[src/rtl/vga_pkg.sv]
// vga_pkg: shared VGA timing constants, monitor error flags and FSM states
package vga_pkg;
  localparam int HOR_PIXELS     = 800;
  localparam int VER_PIXELS     = 600;
  localparam int HOR_TOTAL_TIME = 1056;
  localparam int VER_TOTAL_TIME = 628;
  localparam int MON_SIG_W      = 24;
  typedef struct packed {
    logic count_err;
    logic blank_err;
    logic seq_err;
  } vga_err_t;
  typedef enum logic {WAIT_SYNC, MEASURE} mon_state_t;
endpackage

[src/rtl/vga_if.sv]
// vga_if: pixel stream bundle passed along the draw chain
interface vga_if;
  logic [10:0] vcount;
  logic        vsync;
  logic        vblnk;
  logic [10:0] hcount;
  logic        hsync;
  logic        hblnk;
  logic [11:0] rgb;
  modport master (output vcount, vsync, vblnk, hcount, hsync, hblnk, rgb);
  modport slave  (input  vcount, vsync, vblnk, hcount, hsync, hblnk, rgb);
  modport in     (input  vcount, vsync, vblnk, hcount, hsync, hblnk, rgb);
endinterface

[src/rtl/vga_frame_sig.sv]
// vga_frame_sig: rotate-left-XOR signature register with clear and fold-in enable
module vga_frame_sig
  import vga_pkg::*;
#(
  parameter int W = MON_SIG_W
) (
  input  logic         clk,
  input  logic         rst,
  input  logic         clr,
  input  logic         en,
  input  logic [11:0]  data,
  output logic [W-1:0] sig
);
  logic [W-1:0] sig_q, sig_d, base;
  always_comb begin
    base  = clr ? '0 : sig_q;
    sig_d = en ? {base[W-2:0], base[W-1]} ^ W'(data) : base;
  end
  always_ff @(posedge clk)
    if (rst) sig_q <= '0;
    else     sig_q <= sig_d;
  assign sig = sig_q;
endmodule

[src/rtl/vga_stream_monitor.sv]
// vga_stream_monitor: passive per-frame checker, pixel counter, signature and probe
module vga_stream_monitor
  import vga_pkg::*;
#(
  parameter int H_ACTIVE = HOR_PIXELS,
  parameter int V_ACTIVE = VER_PIXELS,
  parameter int H_TOTAL  = HOR_TOTAL_TIME,
  parameter int V_TOTAL  = VER_TOTAL_TIME
) (
  input  logic        clk,
  input  logic        rst,
  vga_if.in           in,
  input  logic [10:0] probe_x,
  input  logic [10:0] probe_y,
  output logic        frame_valid,
  output logic [15:0] frame_cnt,
  output logic [19:0] active_cnt,
  output logic [23:0] signature,
  output logic [11:0] probe_rgb,
  output logic [2:0]  err,
  output logic        err_sticky
);
  localparam logic [10:0] HA   = 11'(H_ACTIVE);
  localparam logic [10:0] VA   = 11'(V_ACTIVE);
  localparam logic [10:0] HT   = 11'(H_TOTAL);
  localparam logic [10:0] VT   = 11'(V_TOTAL);
  localparam logic [19:0] NPIX = 20'(H_ACTIVE * V_ACTIVE);
  logic [10:0] h_q, v_q, ph_q, pv_q, eh, ev;
  logic        hb_q, vb_q, vld_q;
  logic [11:0] rgb_q, probe_q, probe_d;
  logic [19:0] cnt_q, cnt_d;
  logic [23:0] sig;
  mon_state_t  state_q, state_d;
  vga_err_t    chk, errs_q, errs_d, frame_err;
  logic        active, fs, hit, measure, close, h_wrap;
  logic        fv_q, sticky_q;
  logic [15:0] fcnt_q;
  logic [19:0] acnt_q;
  logic [23:0] osig_q;
  logic [11:0] oprobe_q;
  logic [2:0]  oerr_q;
  // vld_q keeps the zeroed reset contents of the input stage from looking like a frame start
  always_ff @(posedge clk)
    if (rst) begin
      {h_q, v_q, ph_q, pv_q} <= '0;
      {hb_q, vb_q, vld_q}    <= '0;
      rgb_q                  <= '0;
    end else begin
      h_q   <= in.hcount;
      v_q   <= in.vcount;
      hb_q  <= in.hblnk;
      vb_q  <= in.vblnk;
      rgb_q <= in.rgb;
      vld_q <= 1'b1;
      ph_q  <= h_q;
      pv_q  <= v_q;
    end
  always_comb begin
    active        = !hb_q && !vb_q;
    fs            = vld_q && h_q == '0 && v_q == '0;
    hit           = active && h_q == probe_x && v_q == probe_y;
    measure       = state_q == MEASURE;
    close         = measure && fs;
    h_wrap        = ph_q == HT - 11'd1;
    eh            = h_wrap ? '0 : ph_q + 11'd1;
    ev            = h_wrap ? (pv_q == VT - 11'd1 ? '0 : pv_q + 11'd1) : pv_q;
    chk.seq_err   = h_q != eh || v_q != ev;
    chk.blank_err = hb_q != (h_q >= HA) || vb_q != (v_q >= VA);
    chk.count_err = 1'b0;
    frame_err     = vga_err_t'({cnt_q != NPIX, errs_q.blank_err, errs_q.seq_err});
    state_d       = fs ? MEASURE : state_q;
    cnt_d         = (fs ? '0 : cnt_q) + 20'(active);
    probe_d       = hit ? rgb_q : fs ? '0 : probe_q;
    // the fs pixel's own checks belong to the frame it opens
    errs_d        = vga_err_t'((fs ? 3'b000 : errs_q) | (measure ? chk : 3'b000));
  end
  vga_frame_sig u_sig (
    .clk  (clk),
    .rst  (rst),
    .clr  (fs),
    .en   (active),
    .data (rgb_q),
    .sig  (sig)
  );
  always_ff @(posedge clk)
    if (rst) begin
      state_q <= WAIT_SYNC;
      cnt_q   <= '0;
      probe_q <= '0;
      errs_q  <= '0;
    end else begin
      state_q <= state_d;
      cnt_q   <= cnt_d;
      probe_q <= probe_d;
      errs_q  <= errs_d;
    end
  always_ff @(posedge clk)
    if (rst) begin
      fv_q     <= 1'b0;
      fcnt_q   <= '0;
      acnt_q   <= '0;
      osig_q   <= '0;
      oprobe_q <= '0;
      oerr_q   <= '0;
      sticky_q <= 1'b0;
    end else begin
      fv_q <= close;
      if (close) begin
        fcnt_q   <= fcnt_q + 16'd1;
        acnt_q   <= cnt_q;
        osig_q   <= sig;
        oprobe_q <= probe_q;
        oerr_q   <= frame_err;
        sticky_q <= sticky_q | (|frame_err);
      end
    end
  assign frame_valid = fv_q;
  assign frame_cnt   = fcnt_q;
  assign active_cnt  = acnt_q;
  assign signature   = osig_q;
  assign probe_rgb   = oprobe_q;
  assign err         = oerr_q;
  assign err_sticky  = sticky_q;
endmodule

[src/flat_wrapper.sv]
// flat-port wrapper written by rule: the top's interface ports become plain ports
module vga_stream_monitor_flat import vga_pkg::*;
#(
  parameter int H_ACTIVE = HOR_PIXELS,
  parameter int V_ACTIVE = VER_PIXELS,
  parameter int H_TOTAL  = HOR_TOTAL_TIME,
  parameter int V_TOTAL  = VER_TOTAL_TIME
)
  (clk, rst, probe_x, probe_y, frame_valid, frame_cnt, active_cnt, signature, probe_rgb, err, err_sticky, in_vcount, in_vsync, in_vblnk, in_hcount, in_hsync, in_hblnk, in_rgb);
  vga_if in_i ();
  input  logic clk;
  input  logic rst;
  input  logic [10:0] probe_x;
  input  logic [10:0] probe_y;
  output logic frame_valid;
  output logic [15:0] frame_cnt;
  output logic [19:0] active_cnt;
  output logic [23:0] signature;
  output logic [11:0] probe_rgb;
  output logic [2:0] err;
  output logic err_sticky;
  input wire logic [$bits(in_i.vcount)-1:0] in_vcount;
  input wire logic [$bits(in_i.vsync)-1:0] in_vsync;
  input wire logic [$bits(in_i.vblnk)-1:0] in_vblnk;
  input wire logic [$bits(in_i.hcount)-1:0] in_hcount;
  input wire logic [$bits(in_i.hsync)-1:0] in_hsync;
  input wire logic [$bits(in_i.hblnk)-1:0] in_hblnk;
  input wire logic [$bits(in_i.rgb)-1:0] in_rgb;
  assign in_i.vcount = in_vcount;
  assign in_i.vsync = in_vsync;
  assign in_i.vblnk = in_vblnk;
  assign in_i.hcount = in_hcount;
  assign in_i.hsync = in_hsync;
  assign in_i.hblnk = in_hblnk;
  assign in_i.rgb = in_rgb;
  vga_stream_monitor #(.H_ACTIVE(H_ACTIVE), .V_ACTIVE(V_ACTIVE), .H_TOTAL(H_TOTAL), .V_TOTAL(V_TOTAL)) u_core (.clk(clk), .rst(rst), .in(in_i), .probe_x(probe_x), .probe_y(probe_y), .frame_valid(frame_valid), .frame_cnt(frame_cnt), .active_cnt(active_cnt), .signature(signature), .probe_rgb(probe_rgb), .err(err), .err_sticky(err_sticky));
endmodule
[config.mk]
export PLATFORM = sky130hd
export DESIGN_NAME = vga_stream_monitor_flat
export DESIGN_NICKNAME = d
export VERILOG_FILES = /design/src/rtl/vga_pkg.sv /design/src/rtl/vga_if.sv /design/src/rtl/vga_frame_sig.sv /design/src/rtl/vga_stream_monitor.sv /design/src/flat_wrapper.sv
export SDC_FILE = /design/constraint.sdc
export NUM_CORES = 1
export LEC_CHECK = 0
export ABC_CLOCK_PERIOD_IN_PS = 9400
export CORE_MARGIN = 2
export CORE_UTILIZATION = 40
export CTS_CLUSTER_DIAMETER = 120
export DETAILED_ROUTE_END_ITERATION = 10
export PLACE_DENSITY = 0.64
export SETUP_SLACK_MARGIN = 0.4
export SYNTH_ARGS = -nofsm -noshare
export SYNTH_HDL_FRONTEND = slang
export SYNTH_SLANG_ARGS = --single-unit
export TNS_END_PERCENT = 1
[constraint.sdc]
create_clock -name clk -period 9.4 [get_ports clk]
set_clock_uncertainty 0.05 [all_clocks]
set_input_delay 2.82 -clock clk [delete_from_list [all_inputs] [get_ports clk]]
set_output_delay 2.82 -clock clk [all_outputs]
set_load 0.01 [all_outputs]
==> impl_results.md <==
- Effective utilization at floorplan: 0.407
- Worst-skew pair later-pin latency: 0.43 ns
- Total of max-cap violations: 0
- Crit-path most repeated cell: sky130_fd_sc_hd__nand3_1
- Post-synthesis net count: between 1000 and 1500
- GRT overflow: 0
- Diodes inserted: 0
- Synthesized instance count: between 900 and 1000
- Die width: 147 um
- Main area contributors after synthesis: sky130_fd_sc_hd__dfxtp_1 48%, sky130_fd_sc_hd__nand2_1 8.3%, sky130_fd_sc_hd__a21oi_1 6.0%
- Combinational group share of total power: 0.063
- Fraction of power consumed by the clock network: 0.439
- Leakage component of the power: ~3.5 nW
- Worst EP arrival: between 5 and 6 ns
- Summed negative setup slack over all endpoints: 0 ns
- Weighted congestion at the end of routability-driven global placement: ~0.89
- Placement row count: 52
- XOR/XNOR Fraction of Synth Area: 0.0875
- Mean instance size in the synthesized netlist: approximately 8.5 um2
- Most instantiated library cell after synthesis: sky130_fd_sc_hd__dfxtp_1
- Fmax achieved: ~0.19 GHz
- Placed Instances: 1315
- Internal cell power: approximately 1.3 mW
- Sequential share of power: 0.497
- Top cell family by delay on the critical path: simple AND/OR/NAND/NOR gates
- Critical path type: in2reg
- Power Dens Cells: 169 nW/um2
- # H-tree levels: 4
- Number of clock buffers inserted by TritonCTS: 17
- Startpoint Class: input pin
- Share of synthesized cell area in full adder, half adder and majority cells: 0.00762
- Vias in the first global route: around 6400
- Synth cell count leaders: 195 x sky130_fd_sc_hd__dfxtp_1, 182 x sky130_fd_sc_hd__nand2_1, 99 x sky130_fd_sc_hd__a21oi_1, 71 x sky130_fd_sc_hd__nor2_1, 57 x sky130_fd_sc_hd__nor2b_1
- Async SR Flop Fraction: 0
- Pin count of the biggest net entering global routing: about 110
- Netlist area before placement: just over 8000 um2
- Number of search-and-repair iterations in the first detailed-routing pass: 5
- Sequential-to-total area share from yosys stat: 0.476
- Combined buffer and inverter count along the critical path: 1
- Non-filler instance count after layout: ~1300
- Number of synthesized flops with an enable pin: 0
- Largest family of logic cells by synthesized area: simple AND/OR/NAND/NOR gates
- Setup crit end: u_core.probe_q[1]
- Most area-hungry cell type in the Yosys netlist: sky130_fd_sc_hd__dfxtp_1
- Area share of the largest cell type after synthesis: 0.476
- Clock Sink Count: slightly below 200
- Clock Pin Slew Worst Setup and Hold Paths: 0.07 ns
- Clk buf depth: 2
- Worst-margin pin slew: around 1.2 ns
- Number of vias after detailed routing: roughly 7000
- Hold buffer count at CTS: 0
- Maximum vdd ir drop: approximately 130 uV
- FF-to-FF End: u_core.cnt_q[18]
- Total chip power: between 1.5 and 2 mW
- Ratio of cells with drive above 1 in the final layout: 0.0501
- Detail-routed via count per cell: between 5 and 6
- Critical-path top delay cell: sky130_fd_sc_hd__nor4_2
- Die outline area: approximately 22000 um2
- Worst min path class: reg2reg
- Vertical die dimension: 147 um
- Worst setup EP type: register
- Number of nets in the layout: 1131
- Final period utilization: 0.566
- Setup repair after global routing missed its margin: false
- Number of synthesis warnings: 0
- Slew margin rel.: 0.188
- Total GRT Usage: 0.190
- Result of the run: finished clean
- WL/cell: approximately 15 um
- Critical path launch point: probe_x[8]
- Sequence of cells on the critical path: clkdlybuf4s50_1 > xnor2_1 > nand4_1 > nor4_2 > nand3_1 > nand3_1 > a21oi_1
- CTS resizes: 0
- Buffers on Ports: around 140
- Top Ports: 139
- First-pass GRT wire length: 33100 um
- Simple-gate share of the synthesized area: 0.268
- Switching Share: 0.234
- Setup Buffers After CTS: 0
- Antenna violations before repair: 0
- Reg-to-reg critical path startpoint: u_core.v_q[1]
- Violation count after the first detailed-routing iteration: 482
- Dominant register cell in the synthesized netlist: sky130_fd_sc_hd__dfxtp_1
- Count of cell types in the netlist: 60
- Critical Path Stages: 7
- CP max FO: 13
- Core area: a little over 20000 um2
- Final Hold Viols: 0
- Number of storage elements in the synthesis netlist: 195
- HPWL Detailed: roughly 14000 um
- Delay of the slowest cell on the worst path: 1.04 ns
- Sw power: between 0.4 and 0.5 mW
- Area growth from synthesis to final layout: 25.7%
- Total of endpoints with negative setup slack in the final report: 0
- Mux cell area share after synthesis: 0.00381
- Final count of pins violating max slew: 0
- TritonCTS clock tree: yes
- Root buffer cell: sky130_fd_sc_hd__clkbuf_16
- DRC errors left: 0
- Compound-cell area share of the yosys netlist: 0.119
- Number of fillers in the final layout: 1961
- Reg2Reg Depth: 11
- Total Wirelength: ~20000 um
- Antenna-violating nets left: 0
- R2R setup slack: between 6 and 7 ns
- CP required: just under 10 ns
- Clock period minus worst slack: about 5.3 ns
flip-flops by register name, indices dropped and copies added (netlist names), 2 cells and up:
register and flops:
u_core.signature 24, u_core.probe_q 12, u_core.u_sig.sig 24, u_core.probe_rgb 12, u_core.v_q 11, u_core.ph_q 11
u_core.h_q 11, u_core.cnt_q 20, u_core.err 3, u_core.pv_q 11, u_core.errs_q 2, u_core.rgb_q 12
u_core.active_cnt 20, u_core.frame_cnt 16
worst register-to-register path, cell delays in order (launching register included):
cell	delay, ns
sky130_fd_sc_hd__dfxtp_1	0.54
sky130_fd_sc_hd__nor2_1	0.13
sky130_fd_sc_hd__nand4_1	0.24
sky130_fd_sc_hd__or2_1	0.39
sky130_fd_sc_hd__and2_1	0.19
sky130_fd_sc_hd__ha_1	0.20
sky130_fd_sc_hd__ha_1	0.28
sky130_fd_sc_hd__nand3_1	0.18
sky130_fd_sc_hd__nor4_1	0.59
sky130_fd_sc_hd__nand3_1	0.18
sky130_fd_sc_hd__xor2_1	0.17
sky130_fd_sc_hd__nor2_1	0.05
layer usage:
metal / up-vias / global-route usage / wire length [um]
li1: 3483 / - / -
met1: 3196 / 0.252 / 9210
met2: 171 / 0.311 / 9560
met3: 24 / 0.0416 / 1050
met4: 0 / 0.0577 / 338
met5: - / 0 / 0
layout by cell type (no fill, tap or decap), drive strengths merged, types with 4 or more instances in the layout:
cell type        n
dfxtp          195
nand2          182
clkdlybuf4s50  135
a21oi           99
nor2            71
nor2b           57
xnor2           48
nand3           39
xor2            34
nand4           30
clkbuf          22
o21ai           16
inv             14
and3            13
a22oi           13
nor3            11
nor4             9
or3              7
nor4b            7
a31oi            5
ha               5
buf              5
nor3b            4
and4             4
clkinv           4
logic make-up after synthesis:
group | count (synthesis)
multiplexers | 3
AO/OA/AOI/OAI | 164
XOR/XNOR | 82
AND/OR/NAND/NOR | 445
buffers and inverters | 72
flip-flops | 195
adder cells (fa/ha/maj) | 5
cell type report:
cell class | count | area [um2] | share of cell area
multi-input cells | 699 | 4020 | 0.389
flip-flops and latches | 195 | 3900 | 0.378
repair buffers | 140 | 1390 | 0.135
clock buffers | 22 | 494 | 0.0479
well taps | 270 | 338 | 0.0327
clock inverters | 10 | 140 | 0.0136
inverters | 11 | 41.3 | 0.00400
worst min path at each step:
stage,startpoint,endpoint,depth (start not counted)
finish,u_core.signature[1],u_core.signature[1],2
detailed placement,u_core.signature[7],u_core.signature[7],2
floorplan,u_core.probe_q[0],u_core.probe_rgb[0],2
global route,u_core.signature[1],u_core.signature[1],2
CTS,u_core.signature[7],u_core.signature[7],2
global placement,u_core.signature[1],u_core.signature[1],2
stage by stage:
step           setup slack [ns]  area [um2]  hold WS, ns  utilization
5_1_grt                    3.83       10300        0.425        0.512
4_1_cts                    4.12       10300        0.406        0.512
3_5_place_dp               3.66        9690        0.396        0.480
2_1_floorplan              5.18        8210        0.382            -
3_3_place_gp               3.71        9690        0.393        0.480
6_report                   4.08       10300        0.403        0.512
power by group through the flow:
stage                     logic [mW]  clock network, mW  registers (mW)
after detailed placement       0.111                  0           0.888
final                          0.111              0.768           0.869
after global routing           0.124              0.823           0.871
after CTS                      0.112              0.784           0.869
after floorplan               0.0748                  0           0.876
after global placement         0.110                  0           0.888
Power figures use the tool's default switching activity.
